**src/rtl/instr_encoder.sv**
```systemverilog
// instr_encoder
// Program loader: accepts symbolic instructions over a valid/ready handshake,
// encodes each legal one into a 32-bit MIPS word and writes it, one per cycle,
// into the instruction memory write port starting at BASE_PC.
//
// Ports
//   clk, reset        clock and synchronous active-high reset
//   start, finish     session control pulses
//   in_valid/in_ready beat handshake; beat taken when both are high
//   mnem              0 ADDU 1 SUBU 2 JR 3 ORI 4 LW 5 SW 6 BEQ 7 LUI
//                     8 JAL 9 J 10 ADDI 11 JALR, 12-15 illegal
//   rs, rt, rd, imm, target  instruction fields
//   im_we, im_addr, im_wdata instruction memory write port (registered)
//   count             words written this session (saturates at DEPTH)
//   full              count == DEPTH
//   busy              session is loading
//   err               sticky illegal-mnemonic flag, cleared by start or reset
module instr_encoder #(
  parameter int          DEPTH   = 1024,
  parameter logic [31:0] BASE_PC = 32'h0000_3000
) (
  input  logic                     clk,
  input  logic                     reset,
  input  logic                     start,
  input  logic                     finish,
  input  logic                     in_valid,
  output logic                     in_ready,
  input  logic [3:0]               mnem,
  input  logic [4:0]               rs,
  input  logic [4:0]               rt,
  input  logic [4:0]               rd,
  input  logic [15:0]              imm,
  input  logic [25:0]              target,
  output logic                     im_we,
  output logic [31:0]              im_addr,
  output logic [31:0]              im_wdata,
  output logic [$clog2(DEPTH):0]   count,
  output logic                     full,
  output logic                     busy,
  output logic                     err
);

  localparam int             CW      = $clog2(DEPTH) + 1;
  localparam logic [CW-1:0]  DEPTH_C = CW'(DEPTH);

  typedef enum logic [1:0] {IDLE, LOAD, DONE} state_t;

  state_t      state_q, state_d;
  logic        accept;
  logic        legal;
  logic [31:0] word;

  // Next-state logic. start is only looked at outside LOAD, so start and
  // finish together in IDLE simply enter LOAD.
  always_comb begin
    // NOTE: every signal written here gets a default first, so no path can
    // leave it unassigned and infer a latch.
    state_d = state_q;
    case (state_q)
      IDLE:    if (start)  state_d = LOAD;
      LOAD:    if (finish) state_d = DONE;
      DONE:    if (start)  state_d = LOAD;
      default: state_d = IDLE;
    endcase
  end

  assign full     = (count == DEPTH_C);
  assign busy     = (state_q == LOAD);
  assign in_ready = busy && !full && !finish;
  assign accept   = in_valid && in_ready;

  // Field packing; shamt is always zero and unused register fields are forced
  // to zero so the decoder sees canonical encodings.
  always_comb begin
    word  = '0;
    legal = 1'b1;
    case (mnem)
      4'd0:  word = {6'b000000, rs, rt, rd, 5'd0, 6'b100001};      // ADDU
      4'd1:  word = {6'b000000, rs, rt, rd, 5'd0, 6'b100011};      // SUBU
      4'd2:  word = {6'b000000, rs, 5'd0, 5'd0, 5'd0, 6'b001000};  // JR
      4'd3:  word = {6'b001101, rs, rt, imm};                      // ORI
      4'd4:  word = {6'b100011, rs, rt, imm};                      // LW
      4'd5:  word = {6'b101011, rs, rt, imm};                      // SW
      4'd6:  word = {6'b000100, rs, rt, imm};                      // BEQ
      4'd7:  word = {6'b001111, 5'd0, rt, imm};                    // LUI
      4'd8:  word = {6'b000011, target};                           // JAL
      4'd9:  word = {6'b000010, target};                           // J
      4'd10: word = {6'b001000, rs, rt, imm};                      // ADDI
      4'd11: word = {6'b000000, rs, 5'd0, rd, 5'd0, 6'b001001};    // JALR
      default: legal = 1'b0;
    endcase
  end

  // NOTE: state registers use non-blocking assignments so every flop samples
  // pre-edge values regardless of statement order.
  always_ff @(posedge clk) begin
    if (reset) begin
      state_q  <= IDLE;
      count    <= '0;
      err      <= 1'b0;
      im_we    <= 1'b0;
      im_addr  <= '0;
      im_wdata <= '0;
    end else begin
      state_q <= state_d;
      im_we   <= 1'b0;
      if (state_q != LOAD && state_d == LOAD) begin
        count <= '0;
        err   <= 1'b0;
      end else if (accept) begin
        if (legal) begin
          // Address uses the count seen at accept; full keeps count <= DEPTH.
          im_we    <= 1'b1;
          im_addr  <= BASE_PC + 32'({count, 2'b00});
          im_wdata <= word;
          count    <= count + CW'(1);
        end else begin
          err <= 1'b1;
        end
      end
    end
  end

endmodule

```
**config.mk**
```make
export PLATFORM = sky130hd
export DESIGN_NAME = instr_encoder
export DESIGN_NICKNAME = d
export VERILOG_FILES = /design/src/rtl/instr_encoder.sv
export SDC_FILE = /design/constraint.sdc
export NUM_CORES = 1
export LEC_CHECK = 0
export BUFFER_PORTS_ARGS = -buffer_cell sky130_fd_sc_hd__buf_2
export CORE_MARGIN = 2
export CORE_UTILIZATION = 40
export CTS_BUF_LIST = sky130_fd_sc_hd__clkbuf_2 sky130_fd_sc_hd__clkbuf_4 sky130_fd_sc_hd__clkbuf_8
export DETAILED_ROUTE_END_ITERATION = 8
export GPL_ROUTABILITY_DRIVEN = 0
export PLACE_DENSITY = 0.7
export SLEW_MARGIN = 20
export SYNTH_ARGS = -nofsm -noshare
export SYNTH_HDL_FRONTEND = slang
export SYNTH_SLANG_ARGS = --single-unit
```
**constraint.sdc**
```tcl
create_clock -name clk -period 4.05 [get_ports clk]
set_input_delay 0.2025 -clock clk [delete_from_list [all_inputs] [get_ports clk]]
set_output_delay 0.2025 -clock clk [all_outputs]
set_load 0.02 [all_outputs]
```
==> out/metrics.yaml <==
outcome: "finished clean"
ys_seq_elements: 58
min_path_type: "input pin to register"
cts_root_buf: "clkbuf_8"
synth_warnings: 0
fin_area_um2: 3925
pre_cts_ws_ns: 1.684
hold_buffers: 0
numPortBuffers: 125
finalCritPeriodShare_pct: 58.20
power.density_nw_per_um2: 336.9
io_pins: 146
wl_per_cell_um: 15.37
report.final.slew_viol_count: 0
yosys-top-cells-area: "dfxtp_1 36%, a21oi_1 8.8%, buf_4 5.9%, a2bb2oi_1 4.9%, a22oi_1 4.5%"
async_reset_ff_share_pct: 0
num_vias: 3217
synth_edf_count: 0
post_dp_cell_area_um2: 3724
cp-endpoint: "im_wdata[8]"
rr_startpoint: "state_q[0]"
postCtsSetupBuffers: 0
ctsResizeCount: 0
power_mw: 1.322
clock_path_buffers: 2
die_w_um: 93.40
fin_setup_tns_ns: 0
reg2reg_depth: 5
start_util_pct: 41.37
ys.flop_type: "dfxtp_1"
final.min_clock_period_ns: 2.357
maxSlewHeadroom_pct: 34.08
crit_chain: "nor3b_4, nand2_1, nor2_2, buf_4, a211oi_1"
clock_sinks: 58
synthTopCellsByCount: "58 x dfxtp_1, 56 x a21oi_1, 25 x buf_4, 25 x nand2_1, 24 x o21ai_0"
syn_area_per_cell_um2: 8.435
grt_first_pass_wirelength_mm: 14.52
leakage_nw: 1.663
hpwl_mm: 6.429
drtAntennaViolNets: 0
syn-cell-area_um2: 3197
crit_path_start_kind: "register"
worstPathBufferInverterCount: 1
yosysMostFrequentCell: "dfxtp_1"
grt_max_degree: 49
final_nets: 549
numCtsBuffers: 9
rsz0062_at_grt: "false"
cp.depth: 5
drt-pass1-iter-count: 5
maxCapViolations: 0
ff2ff_setup_slack_ns: 1.69
path_delay_family: "simple AND/OR/NAND/NOR gates"
wirelength_mm: 9.039
synthDistinctLibCells: 48
die_y_um: 93.40
cp.arrival_ns: 2.52
overflow: 0
finalWorstSetupSlack_ns: 1.693
clk_pin_slew_worst_paths_ns: 0.07
max_stage_delay_ns: 0.60
vias_per_cell: 5.471
grt_util_all_layers_pct: 21.14
row_count: 32
instances_no_fill: 588
reg2reg_to: "im_wdata[8]"
clock.fmax_ghz: 0.4242
cts_tree: "yes"
synth.top_cell.area_share_pct: 36.32
drc: 0
cp_slowest_cell: "nor2_2"
end_kind: "register"
worst_ep_required_time_ns: 4.22
worstMarginPinSlew_ns: 0.9888
drt_iter0_markers: 146
ir_drop_v: 0.0001201
cp_max_fo: 18
core_um2: 7727
diodes: 0
grt_pass1_vias: 2954
insertion_delay_ns: 0.33
area_growth_pct: 22.78
setup_viol: 0
hold_violations: 0
ys_seq_area_share_pct: 36.32
postLayoutCoreUtil_pct: 50.79
placed_cells: 572
path_class: "register to register"
htreeDepth: 3
whs_ns: 0.1521
dieArea_um2: 8724
skew_ns: 0.008753
startpoint: "state_q[0]"
syn_inst: 379
yosys.area.top_type: "dfxtp_1"
drive_gt1_share_pct: 34.57
antenna_found_initial: 0
## registers in the layout (all words and copies together) (netlist names)
| register | flops |
|---|---|
| count | 11 |
| err | 1 |
| im_addr | 12 |
| im_wdata | 31 |
| im_we | 1 |
| state_q | 2 |
## cells in the final DEF, fill, tap and decap left out, types with 3 or more instances in the layout
master / n
dfxtp_1: 58
a311oi_1: 5
or3_1: 4
a31oi_1: 3
nand2b_1: 4
o21ai_0: 24
conb_1: 20
nor2_1: 12
buf_2: 125
a211oi_1: 13
a22oi_1: 19
a311o_1: 6
inv_1: 5
a211oi_2: 10
and2_1: 3
clkinv_2: 4
nand3_1: 12
nand4_1: 4
nand2_1: 25
a21oi_1: 56
and3_1: 3
clkbuf_8: 10
a2bb2oi_1: 18
nor2b_1: 3
or4_1: 3
## how the worst min path moves through the flow
| stage | endpoint | slack (ns) | start | cells past startpoint |
|---|---|---|---|---|
| 2_1_floorplan | state_q[1] | 0.36 | finish | 2 |
| 3_3_place_gp | im_addr[4] | 0.47 | im_addr[4] | 2 |
| 3_5_place_dp | im_addr[7] | 0.47 | im_addr[7] | 2 |
| 4_1_cts | im_wdata[1] | 0.13 | imm[1] | 3 |
| 5_1_grt | im_wdata[1] | 0.14 | imm[1] | 3 |
| 6_report | im_wdata[1] | 0.15 | imm[1] | 3 |
## cell families after synthesis
| group | count (synthesis) | share of synthesized area, % |
|---|---|---|
| compound gates | 165 | 35.85 |
| xor+xnor | 2 | 0.5480 |
| fa+ha+maj | 3 | 1.096 |
| buf+inv | 62 | 10.76 |
| flops | 58 | 36.32 |
| mux | 2 | 0.6262 |
| other cells | 1 | 0.1173 |
| simple gates | 86 | 14.68 |
## power by group
| part | total, mW | switching, mW | internal [mW] |
|---|---|---|---|
| Clock | 0.531 | 0.226 | 0.305 |
| Sequential | 0.588 | 0.00657 | 0.581 |
| Combinational | 0.203 | 0.125 | 0.0783 |
## per-layer routing
layer / share of wire (%) / GRT usage [%] / routed length, um / vias up
li1: - / - / - / 1590
met1: 43 / 26.56 / 3918 / 1487
met2: 48 / 34.23 / 4334 / 129
met3: 7.5 / 7.655 / 680 / 11
met4: 1.2 / 5.637 / 105 / 0
met5: 0 / 0 / 0 / -
## worst reg2reg max path, cell delays in order (launching register included)
cell	delay, ns
dfxtp_1	0.36
nor3b_4	0.37
nand2_1	0.37
nor2_2	0.60
buf_4	0.37
a211oi_1	0.13
## final cells by class
cell class / instances / area (um2)
Clock buffer: 11 / 145.1
Fill cell: 756 / 3802
Sequential cell: 58 / 1161
Inverter: 7 / 27.53
Timing Repair Buffer: 127 / 640.6
Multi-Input combinational cell: 278 / 1769
Clock inverter: 5 / 53.80
Tap cell: 102 / 127.6
No activity file was read; power rests on OpenSTA's default activity.
